[src/rtl/bcd_counter_bank_if.sv]
// Bus bundle between the trigger/pulse stage and the BCD counter bank.
// master drives strobes and trigger levels; slave is the counter bank.
interface bcd_counter_bank_if #(
    parameter int unsigned DIGITS = 6
);
    logic [DIGITS-1:0]   trigger;
    logic                inc_clk;
    logic                ref_clk;
    logic [4*DIGITS-1:0] count_out;
    logic                busy;
    logic                overflow;

    modport master (
        output trigger, inc_clk, ref_clk,
        input  count_out, busy, overflow
    );

    modport slave (
        input  trigger, inc_clk, ref_clk,
        output count_out, busy, overflow
    );
endinterface

[src/rtl/bcd_counter_bank.sv]
// Multi-digit BCD event counter: per-digit increments ripple one digit per clock,
// and the settled count is copied to a display register on refresh strobes.
module bcd_counter_bank #(
    parameter int unsigned DIGITS = 6
) (
    input  logic              clk,
    input  logic              reset,
    bcd_counter_bank_if.slave bus
);
    localparam int unsigned IDX_W = (DIGITS > 1) ? $clog2(DIGITS) : 1;

    typedef enum logic {IDLE, RIPPLE} state_t;

    state_t                   state,     state_nxt;
    logic [DIGITS-1:0][3:0]   count,     count_nxt;
    logic [4*DIGITS-1:0]      disp,      disp_nxt;
    logic [DIGITS-1:0]        pending,   pending_nxt;
    logic                     carry,     carry_nxt;
    logic [IDX_W-1:0]         index,     index_nxt;
    logic                     busy,      busy_nxt;
    logic                     overflow,  overflow_nxt;
    logic                     defer,     defer_nxt;
    logic [3:0]               sum;

    // State register
    always_ff @(posedge clk or posedge reset) begin
        if (reset) begin
            state    <= IDLE;
            count    <= '0;
            disp     <= '0;
            pending  <= '0;
            carry    <= 1'b0;
            index    <= '0;
            busy     <= 1'b0;
            overflow <= 1'b0;
            defer    <= 1'b0;
        end else begin
            state    <= state_nxt;
            count    <= count_nxt;
            disp     <= disp_nxt;
            pending  <= pending_nxt;
            carry    <= carry_nxt;
            index    <= index_nxt;
            busy     <= busy_nxt;
            overflow <= overflow_nxt;
            defer    <= defer_nxt;
        end
    end

    // Next-state and datapath
    always_comb begin
        state_nxt    = state;
        count_nxt    = count;
        disp_nxt     = disp;
        pending_nxt  = pending;
        carry_nxt    = carry;
        index_nxt    = index;
        busy_nxt     = busy;
        overflow_nxt = overflow;
        defer_nxt    = defer;
        sum          = 4'd0;

        case (state)
            IDLE: begin
                // Refresh samples the pre-increment count even if inc_clk arrives together
                if (bus.ref_clk || defer) begin
                    disp_nxt  = count;
                    defer_nxt = 1'b0;
                end
                if (bus.inc_clk) begin
                    pending_nxt = bus.trigger;
                    carry_nxt   = 1'b0;
                    index_nxt   = '0;
                    busy_nxt    = 1'b1;
                    state_nxt   = RIPPLE;
                end
            end
            RIPPLE: begin
                if (bus.ref_clk) begin
                    defer_nxt = 1'b1;
                end
                // Max 9+1+1 = 11, fits in 4 bits
                sum = count[index] + 4'(pending[index]) + 4'(carry);
                if (sum > 4'd9) begin
                    count_nxt[index] = sum - 4'd10;
                    carry_nxt        = 1'b1;
                end else begin
                    count_nxt[index] = sum;
                    carry_nxt        = 1'b0;
                end
                if (index == IDX_W'(DIGITS - 1)) begin
                    state_nxt = IDLE;
                    busy_nxt  = 1'b0;
                    if (carry_nxt) begin
                        overflow_nxt = 1'b1;
                    end
                end else begin
                    index_nxt = index + 1'b1;
                end
            end
            default: state_nxt = IDLE;
        endcase
    end

    assign bus.count_out = disp;
    assign bus.busy      = busy;
    assign bus.overflow  = overflow;
endmodule

[src/flat_wrapper.sv]
// flat-port wrapper written by rule: the top's interface ports become plain ports
module bcd_counter_bank_flat 
#(
    parameter int unsigned DIGITS = 6
)
  (clk, reset, bus_trigger, bus_inc_clk, bus_ref_clk, bus_count_out, bus_busy, bus_overflow);
  bcd_counter_bank_if #(.DIGITS(DIGITS)) bus_i ();
  input  logic clk;
  input  logic reset;
  input wire logic [$bits(bus_i.trigger)-1:0] bus_trigger;
  input wire logic [$bits(bus_i.inc_clk)-1:0] bus_inc_clk;
  input wire logic [$bits(bus_i.ref_clk)-1:0] bus_ref_clk;
  output wire logic [$bits(bus_i.count_out)-1:0] bus_count_out;
  output wire logic [$bits(bus_i.busy)-1:0] bus_busy;
  output wire logic [$bits(bus_i.overflow)-1:0] bus_overflow;
  assign bus_i.trigger = bus_trigger;
  assign bus_i.inc_clk = bus_inc_clk;
  assign bus_i.ref_clk = bus_ref_clk;
  assign bus_count_out = bus_i.count_out;
  assign bus_busy = bus_i.busy;
  assign bus_overflow = bus_i.overflow;
  bcd_counter_bank #(.DIGITS(DIGITS)) u_core (.clk(clk), .reset(reset), .bus(bus_i));
endmodule
[config.mk]
export PLATFORM = sky130hd
export DESIGN_NAME = bcd_counter_bank_flat
export DESIGN_NICKNAME = d
export VERILOG_FILES = /design/src/rtl/bcd_counter_bank_if.sv /design/src/rtl/bcd_counter_bank.sv /design/src/flat_wrapper.sv
export SDC_FILE = /design/constraint.sdc
export NUM_CORES = 1
export LEC_CHECK = 0
export CAP_MARGIN = 5
export CORE_MARGIN = 3
export CORE_UTILIZATION = 50
export CTS_BUF_LIST = sky130_fd_sc_hd__clkbuf_4 sky130_fd_sc_hd__clkbuf_8
export DETAILED_ROUTE_END_ITERATION = 16
export PLACE_DENSITY = 0.73
export SLEW_MARGIN = 20
export SYNTH_ARGS = -nofsm -noshare
export SYNTH_HDL_FRONTEND = slang
export SYNTH_SLANG_ARGS = --single-unit
[constraint.sdc]
create_clock -name clk -period 4.55 [get_ports clk]
set_clock_uncertainty 0.15 [all_clocks]
set_input_delay 0.91 -clock clk [delete_from_list [all_inputs] [get_ports clk]]
set_output_delay 0.91 -clock clk [all_outputs]
set_load 0.03 [all_outputs]
After elaboration in Yosys (flattened, before gate mapping)

Cells that the tools add are included.

$add $sub $neg: 4
$lt $le $gt $ge: 3
Eq/ne operators: 6
Muxes and demuxes: 25
Bitwise logic cells: 1
Reduce and logical (&&, ||, !) cells: 8

Operators by type and width:

| kind                | number |
|---|---|
| $bwmux 24           | 2 |
| $mux 24             | 1 |
| $bmux 4 s3          | 1 |
| $demux 4 s3         | 1 |
| $mux 1              | 10 |
| $reduce_and 2->1    | 5 |
| $add 4x1->4         | 2 |
| $mux 4              | 2 |
| $ne 2x2->1 const B  | 4 |
| $pmux 1 s2          | 4 |
| $mux 3              | 2 |
| $pmux 3 s2          | 1 |
| $gt 4x4->1 const B  | 1 |
| $lt 3x4->1 const B  | 1 |
| $sub 4x4->4 const B | 1 |
| $add 3x1->3 const B | 1 |
| $bmux 1 s3          | 1 |
| $eq 3x3->1 const B  | 1 |
| $ge 3x1->1 const B  | 1 |
| $reduce_and 3->1    | 1 |
| $ne 2x1->1 const B  | 1 |
| $logic_and 1x1->1   | 1 |
| $logic_or 1x1->1    | 1 |
| $not 1->1           | 1 |

Flip-flop bits (word level): 62
Input port bits: 10
Output and inout port bits: 26

Longest topological paths before layout

Gate-level depths: netlist (run 1).

Depth in word-level cells: 8
Mapped depth: 16

Worst setup path after synthesis (run 1)

No wires, ideal clock.

Path kind: reg-to-reg
Start point: reg u_core.index[0]
End point: reg u_core.count[14] (netlist name)
Setup time: 0.148 ns
Data arrival time: 3.460 ns
Setup slack: 0.792 ns
Stages on the path, launching flop included: 17
Clock period less this slack: 3.758 ns
Cell sequence: dfrtp_1 > buf_6 > buf_8 > clkbuf_1 > mux4_2 > a22oi_1 > fa_1 > inv_1 > ha_1 > buf_2 > xor2_1 > ha_1 > inv_1 > nand3_1 > o311ai_1 > a222oi_1 > a21oi_1

Longest elaborated chain between the ends: 7
Elaborated cells between the ends (all ways): 16

RTL lines:

| element                                                | line                   | text |
|---|---|---|
| start: declaration                                     | bcd_counter_bank.sv:19 | `logic [IDX_W-1:0] index, index_nxt;` |
| start signal: assignment                               | bcd_counter_bank.sv:43 | `index <= index_nxt;` |
| $bmux 4 s3 or $bmux 1 s3 (tied branches)               | bcd_counter_bank.sv:83 | `sum = count[index] + 4'(pending[index]) + 4'(carry);` |
| $mux 4 (implied by the code) or $mux 1 (tied branches) | bcd_counter_bank.sv:83 |  |
| $add 4x1->4 (2 in series)                              | bcd_counter_bank.sv:83 |  |
| $sub 4x4->4                                            | bcd_counter_bank.sv:85 | `count_nxt[index] = sum - 4'd10;` |
| $bwmux 24                                              | bcd_counter_bank.sv:85 |  |
| $mux 24 *                                              | bcd_counter_bank.sv:84 | `if (sum > 4'd9) begin` |
| end signal: assignment                                 | bcd_counter_bank.sv:39 | `count <= count_nxt;` |
| end: declaration                                       | bcd_counter_bank.sv:15 | `logic [DIGITS-1:0][3:0] count, count_nxt;` |

Every way passes the cells marked *; elsewhere a longest branch is shown, timed or not. The select of a mux whose other input is x is not followed.
A chain may end at the register's enable or synchronous reset.

Worst setup path after layout (run 1)

Start point: reg u_core.index[0]
End point: reg u_core.count[10] (netlist name)

The elaborated chain is that of the path after synthesis.

==> summary.txt, run 1 <==
Run status
  • Status: finished clean

Critical path
  • CP startpoint kind: flip-flop
  • CP delay by family, top: adder cells
  • Crit Path Class: reg -> reg
  • Slowest CP cell: dfrtp_1
  • CP Cell Sequence: buf_4 -> mux2_2 -> a22oi_1 -> fa_1 -> inv_1 -> ha_1 -> xor2_1 -> ha_1 -> inv_1 -> nand3_1 -> o311ai_1 -> a222oi_1 -> buf_4 -> a21oi_1
  • Critical path origin: u_core.index[0]$_DFFE_PP0P_
  • WP buf/inv: 4
  • Crit Path Max Fanout: 15
  • Critical Path Sink Type: flip-flop
  • Worst path required time: 4.61 ns
  • Worst Path Arrival: 3.90 ns
  • Worst reg2reg startpoint: u_core.index[0]$_DFFE_PP0P_
  • Worst path max stage delay: 0.64 ns

Power and ir drop
  • Clock share of power: 0.173
  • Pleak: 1.61 nW
  • Pint: 0.00172 W
  • Comb pwr share: 0.498
  • Power density cells: 810 nW/um^2
  • Switch share: 0.408
  • Sequential Power Share: 0.329
  • Switching power: 0.00119 W
  • Max VDD drop: 0.442 mV

Cells and area
  • FILL cells: 477
  • Syn-to-layout area delta: 21.1%
  • # diodes: 0
  • Layout cells sized above 1: 0.243
  • Nets: 314
  • Multi-input combinational cell area: 1330 sq um
  • Non-Filler Instances: 376
  • Sequential Area: 1550 sq um

Detailed routing
  • Routed WL per cell: 15.7 um
  • 1st-pass router iterations: 4
  • Drt via density: 5.52
  • Via count: 2075
  • DRC errors left: 0
  • Post-DRT Antenna Nets: 0
  • DR iter-0 viols: 106
  • WL final: 5920 um

Yosys
  • Synth Area in XOR/XNOR: 0.0118
  • Post-synthesis mux area share: 0.180
  • Adder-Cell Fraction of Synth Area: 0.0236
  • Area leader, netlist: dfrtp_1
  • Mapped Nets: 274
  • Fraction of registers with async set/reset: 1.00
  • Post-Synth Simple-Gate Area: 0.108
  • Mean area per synthesized cell: 11.5 sq um
  • Post-synth top cells: dfrtp_1 (62), mux2_2 (39), nand2_1 (39)
  • Register area share after synthesis: 0.523
  • Count leader, synth: dfrtp_1
  • Compound-Gate Fraction of Synth Area: 0.123
  • Largest family of logic cells by synthesized area: multiplexers
  • Area contributors post-synth: dfrtp_1 (52%), mux2_2 (15%), nand2_1 (4.9%)
  • Yosys cell types: 45
  • Synth Instances: 259
  • #FFs+latches synth: 62
  • Main synth FF type: dfrtp_1
  • Synth warnings: 0
  • Number of flops mapped to enable cells by yosys: 0
  • Post-synth top area share: 0.523
  • Synthesized cell area: 2970 sq um

Timing
  • Final critical-path share of the clock period: 0.843
  • Final TNS setup: 0 ns
  • RSZ-0062 raised after global routing: no
  • F_max: 261 MHz
  • Fin Hold WS: 0.332 ns
  • Least-Margin Pin Slew: 0.861 ns
  • Max-slew violations: 0
  • Final setup viols: 0
  • Hold Violations, Final: 0
  • Final min period: 3.84 ns
  • Slew headroom: 0.425

Global route
  • Vias in the first global route: 2090
  • First-pass GRT wire length: 10000 um
  • Initial antenna violation count: 0
  • GR Overflow Total: 0
  • Gr usage total: 0.183
  • Largest net degree at the start of global routing: 44

Clocking
  • CTS max path bufs: 2
  • Clock sinks: 62
  • Clock Latency Late Sink: 0.34 ns
  • Clock buffers created by TritonCTS: 9
  • Hold buffers post-CTS: 0
  • Post-cts resize count: 0
  • Clk pin slew, worst setup/hold paths: 0.07 ns
  • Root Buffer: clkbuf_8
  • CTS H-Tree Depth: 3
  • Postcts setup bufs: 0
  • CTS tree: done

Place
  • Port buffer count: 35
  • HPWL after DPL: 4330 um
  • Final GP Congestion: 0.873
  • Dpl cells: 360

Floorplan
  • Initial Util: 0.529
  • Die area: 6890 sq um
  • I/O pins: 36
  • Die H: 83.0 um
  • Chip Width: 83.0 um
  • Site Rows: 27
  • Core ar.: 5610 sq um

Min path
  • Hold Path Class: reg -> reg
  • Hold wc startpoint: u_core.bus.overflow$_DFFE_PP0P_

Job
  • Max Cap Viol: 0
==> through the flow <==
| step | total power (W) | util | setup slack, ns | instance area (sq um) |
|---|---|---|---|---|
| floorplan | 0.00198 | - | 0.792 | 2970 |
| global placement | 0.00237 | 0.604 | 0.921 | 3380 |
| detailed placement | 0.00242 | 0.604 | 0.788 | 3380 |
| CTS | 0.00292 | 0.641 | 0.779 | 3590 |
| global route | 0.00311 | 0.641 | 0.433 | 3590 |
| finish | 0.00291 | 0.641 | 0.712 | 3590 |
==> sequential cells by signal, indices dropped and copies added (netlist names), named ones only <==
signal                flops
u_core.bus.busy           1
u_core.bus.count_out     24
u_core.bus.overflow       1
u_core.carry              1
u_core.count             18
u_core.defer              1
u_core.index              3
u_core.pending            6
u_core.state              1
==> area by class of cell <==
type / instances / share of cell area
sequential: 62 / 0.432
multi-input combinational: 179 / 0.370
timing repair buffer: 40 / 0.108
clock buffer: 13 / 0.0463
tap: 72 / 0.0251
clock inverter: 3 / 0.0118
inverter: 7 / 0.00731
==> layout by cell type (no fill, tap or decap), types with 2 or more instances in the layout <==
cell type	synthesis	layout
o21a_1	3	3
xnor2_1	2	2
xor2_1	2	2
a21oi_1	11	11
a22oi_4	2	2
dfrtp_1	62	62
inv_1	7	6
ha_1	4	4
buf_4	0	5
nor2b_1	5	5
nor2_1	14	14
nand3_1	6	6
nor3_1	4	4
o21ai_0	18	18
clkdlybuf4s50_1	0	35
a21o_1	2	2
mux2_4	3	3
mux2_2	39	39
nand2_1	39	39
clkbuf_8	0	11
clkbuf_4	0	2
a22oi_1	2	2
==> path summary, 6_finish.rpt <==
| path | end | slack (ns) | depth (start not counted) |
|---|---|---|---|
| setup / recovery | u_core.count[10]$_DFFE_PP0P_ | 0.71 | 14 |
| hold / removal | u_core.bus.overflow$_DFFE_PP0P_ | 0.33 | 1 |
| setup reg to reg | u_core.count[10]$_DFFE_PP0P_ | 0.71 | 14 |
| hold reg to reg | u_core.bus.overflow$_DFFE_PP0P_ | 0.33 | 1 |
| max in group asynchronous | u_core.bus.count_out[18]$_DFFE_PP0P_ | 2.55 | 3 |
| min in group asynchronous | asynchronous set/reset pin | 0.92 | 2 |
==> cell families (layout without fill, tap and decap cells) <==
logic type | after synthesis | after routing
AND/OR/NAND/NOR | 74 | 74
flip-flops | 62 | 62
AO/OA/AOI/OAI | 52 | 52
multiplexers | 44 | 44
buffers and inverters | 18 | 63
adder cells (fa/ha/maj) | 5 | 5
XOR/XNOR | 4 | 4
==> power groups by stage <==
stage / clock (W) / sequential [W] / combinational (W)
4_1_cts: 0.000510 / 0.000957 / 0.00146
6_report: 0.000503 / 0.000957 / 0.00145
2_1_floorplan: 0 / 0.00104 / 0.000939
5_1_grt: 0.000538 / 0.000988 / 0.00158
3_5_place_dp: 0 / 0.000967 / 0.00145
3_3_place_gp: 0 / 0.000962 / 0.00141
==> worst register-to-register path, stage by stage, from the launching register on <==
cell and delay [ns]:
dfrtp_1 0.64, buf_4 0.31, mux2_2 0.36, a22oi_1 0.19, fa_1 0.28, inv_1 0.08
ha_1 0.28, xor2_1 0.22, ha_1 0.32, inv_1 0.06, nand3_1 0.06, o311ai_1 0.09
a222oi_1 0.38, buf_4 0.21, a21oi_1 0.06
==> metal layers <==
layer / GRT usage / share of wire / vias up / routed length, um
met4: 0.0981 / 0.020 / 0 / 119
met3: 0.0456 / 0.049 / 14 / 291
li1: - / - / 998 / -
met2: 0.281 / 0.47 / 54 / 2800
met5: 0 / 0 / - / 0
met1: 0.238 / 0.46 / 1009 / 2710
(Power assumes the default switching activity.)
==> run 2: changes to the inputs <==
==> constraint.sdc (replaced) <==
create_clock -name clk -period 3.6 [get_ports clk]
set_clock_uncertainty 0.15 [all_clocks]
set_input_delay 0.72 -clock clk [delete_from_list [all_inputs] [get_ports clk]]
set_output_delay 0.72 -clock clk [all_outputs]
set_load 0.03 [all_outputs]
==> run 2 against run 1 <==
- cell count grew 1.1%
- worst hold slack worse by 0.0089 ns
- global-route usage is 0.63 points higher
- via count up 1.3%
- first-iteration DRC count rose by 53%
- critical path depth did not move
- non-clock buffer count grew 4
- clock power up 41%
- wire length rose by 1.9%
- largest power group unchanged
==> summary.txt, run 2 (same netlist as run 1, synthesis figures left out) <==
Run status
  • Status: finished clean (unchanged)

Global route
  • Largest net degree at the start of global routing: 27 (was 44)
  • Busiest layer in global routing: met2 (unchanged)
  • Met1 Usage GRT: 0.257 (was 0.238)
  • GRT met3 Usage: 0.0427 (was 0.0456)
  • Gr usage total: 0.189 (was 0.183)
  • Vias in the first global route: 2105 (was 2090)
  • First-pass GRT wire length: 10400 um (was 10000 um)
  • Initial antenna violation count: 0 (unchanged)
  • GR Overflow Total: 0 (unchanged)
  • GR Util met2: 0.302 (was 0.281)

Cells and area
  • Layout cells sized above 1: 0.273 (was 0.243)
  • Syn-to-layout area delta: 23.7% (was 21.1%)
  • # diodes: 0 (unchanged)
  • Most common cell after layout, fill and taps aside: dfrtp_1 (unchanged)
  • Max reg flops: 24 (unchanged)
  • Nets: 318 (was 314)
  • Most frequent cells in the layout: dfrtp_1 (61), mux2_2 (39), nand2_1 (39) (was dfrtp_1 (62), mux2_2 (39), nand2_1 (39))

Timing
  • Final TNS setup: 0 ns (unchanged)
  • RSZ-0062 raised after global routing: no (unchanged)
  • Hold Violations, Final: 0 (unchanged)
  • Least-Margin Pin Slew: 0.674 ns (was 0.861 ns)
  • Slew headroom: 0.549 (was 0.425)
  • Final min period: 3.35 ns (was 3.84 ns)
  • F_max: 298 MHz (was 261 MHz)
  • Final critical-path share of the clock period: 0.932 (was 0.843)
  • Max-slew violations: 0 (unchanged)
  • Final setup viols: 0 (unchanged)

Clocking
  • Clock sinks: 62 (unchanged)
  • CTS H-Tree Depth: 3 (unchanged)
  • CTS tree: done (unchanged)
  • Clk pin slew, worst setup/hold paths: 0.07 ns (about the same)
  • Clock buffers created by TritonCTS: 9 (unchanged)
  • Hold buffers post-CTS: 0 (unchanged)
  • CTS max path bufs: 2 (unchanged)
  • Clock Latency Late Sink: 0.33 ns (was 0.34 ns)
  • Root Buffer: clkbuf_8 (unchanged)

Floorplan
  • Chip Width: 83.0 um (unchanged)
  • I/O pins: 36 (unchanged)
  • Core ar.: 5610 sq um (unchanged)
  • Initial Util: 0.529 (unchanged)
  • Die area: 6890 sq um (unchanged)
  • Site Rows: 27 (unchanged)
  • Die H: 83.0 um (unchanged)

Power and ir drop
  • Sequential Power Share: 0.311 (was 0.329)
  • Switch share: 0.398 (was 0.408)
  • Comb pwr share: 0.503 (was 0.498)
  • Power density cells: 1040 nW/um^2 (was 810 nW/um^2)
  • Max VDD drop: 0.576 mV (was 0.442 mV)
  • Switching power: 0.00152 W (was 0.00119 W)
  • Clock share of power: 0.186 (was 0.173)
  • Total power draw: 0.00382 W (was 0.00291 W)
  • Pint: 0.00230 W (was 0.00172 W)
  • Pleak: 1.64 nW (was 1.61 nW)

Critical path
  • Slowest CP cell: dfrtp_2 (was dfrtp_1)
  • R2R setup slack: 0.25 ns (was 0.71 ns)
  • CP delay by family, top: adder cells (unchanged)
  • CP Cell Sequence: buf_4 -> mux4_2 -> a22oi_2 -> fa_2 -> inv_1 -> ha_1 -> inv_1 -> ha_1 -> inv_1 -> nand3_1 -> o311ai_1 -> a222oi_1 -> buf_4 -> a21oi_1 (was buf_4 -> mux2_2 -> a22oi_1 -> fa_1 -> inv_1 -> ha_1 -> xor2_1 -> ha_1 -> inv_1 -> nand3_1 -> o311ai_1 -> a222oi_1 -> buf_4 -> a21oi_1)
  • WP buf/inv: 5 (was 4)
  • Crit Path Class: reg -> reg (unchanged)
  • Crit Path Max Fanout: 12 (was 15)
  • Most numerous cell on the critical path: inv_1
  • Worst path required time: 3.63 ns (was 4.61 ns)
  • Critical Path Sink Type: flip-flop (unchanged)
  • Worst Path Arrival: 3.38 ns (was 3.90 ns)
  • CP startpoint kind: flip-flop (unchanged)
  • Worst path max stage delay: 0.41 ns (was 0.64 ns)

Detailed routing
  • Post-DRT Antenna Nets: 0 (unchanged)
  • Routed WL per cell: 15.9 um (was 15.7 um)
  • WL final: 6030 um (was 5920 um)
  • 1st-pass router iterations: 4 (unchanged)
  • Drt via density: 5.53 (was 5.52)
  • DRC errors left: 0 (unchanged)
  • DR iter-0 viols: 162 (was 106)
  • Via count: 2103 (was 2075)

Place
  • HPWL after DPL: 4500 um (was 4330 um)
  • Port buffer count: 35 (unchanged)
  • Final GP Congestion: 0.846 (was 0.873)

Job
  • Max Cap Viol: 0 (unchanged)

Min path
  • Hold Path Class: reg -> reg (unchanged)
run 2: changes by cell type in the layout (fill, tap and decap cells not counted), sizes merged:
cell,change
buf,+4
bufinv,+1
clkinvlp,-1
run 2: path summary, 6_finish.rpt:
check / startpoint / to / cells after the start
worst max register to register: u_core.index[0]$_DFFE_PP0P_ / u_core.count[10]$_DFFE_PP0P_ / 14
min in group asynchronous: reset / u_core.bus.count_out[12]$_DFFE_PP0P_ / 2
worst max-delay path: u_core.index[0]$_DFFE_PP0P_ / u_core.count[10]$_DFFE_PP0P_ / 14
worst min-delay path: u_core.bus.overflow$_DFFE_PP0P_ / u_core.bus.overflow$_DFFE_PP0P_ / 1
max in group asynchronous: reset / u_core.index[1]$_DFFE_PP0P_ / 3
worst min register to register: u_core.bus.overflow$_DFFE_PP0P_ / u_core.bus.overflow$_DFFE_PP0P_ / 1
run 2: through the flow:
| stage | area [sq um] | instances | utilization | setup WS, ns | hold WS (ns) |
|---|---|---|---|---|---|
| after floorplan | 2980 | 259 | - | 0.00767 | 0.312 |
| after global placement | 3420 | 364 | 0.610 | 0.360 | 0.308 |
| after detailed placement | 3420 | 364 | 0.610 | 0.209 | 0.309 |
| after CTS | 3660 | 380 | 0.653 | 0.200 | 0.328 |
| after global routing | 3670 | 380 | 0.654 | 0.0634 | 0.370 |
| final | 3670 | 380 | 0.654 | 0.246 | 0.323 |
run 2: layer usage:
metal / part of all wire / vias up
met4: 0.010 / 0
li1: - / 1001
met1: 0.46 / 1035
met3: 0.045 / 7
met2: 0.48 / 60
met5: 0 / -
run 2: power groups by stage:
stage	clock network, W	logic [W]	registers, W
3_5_place_dp	0	0.00190	0.00120
2_1_floorplan	0	0.00122	0.00132
5_1_grt	0.000751	0.00210	0.00123
3_3_place_gp	0	0.00185	0.00119
4_1_cts	0.000719	0.00191	0.00119
6_report	0.000710	0.00192	0.00119
run 2: final cells by class:
| class | instances | area [sq um] |
|---|---|---|
| Clock buffer | 13 | 173 |
| Clock inverter | 3 | 65.1 |
| Fill cell | 444 | 1940 |
| Inverter | 7 | 26.3 |
| Multi-Input combinational cell | 179 | 1340 |
| Sequential cell | 62 | 1550 |
| Tap cell | 72 | 90.1 |
| Timing Repair Buffer | 44 | 418 |
run 2: what timing repair did:
| item | in CTS | in global routing |
|---|---|---|
| gates resized for setup | 0 | 3 |
| setup endpoints to repair | 0 | 3 |
| buffers inserted | 0 | 0 |
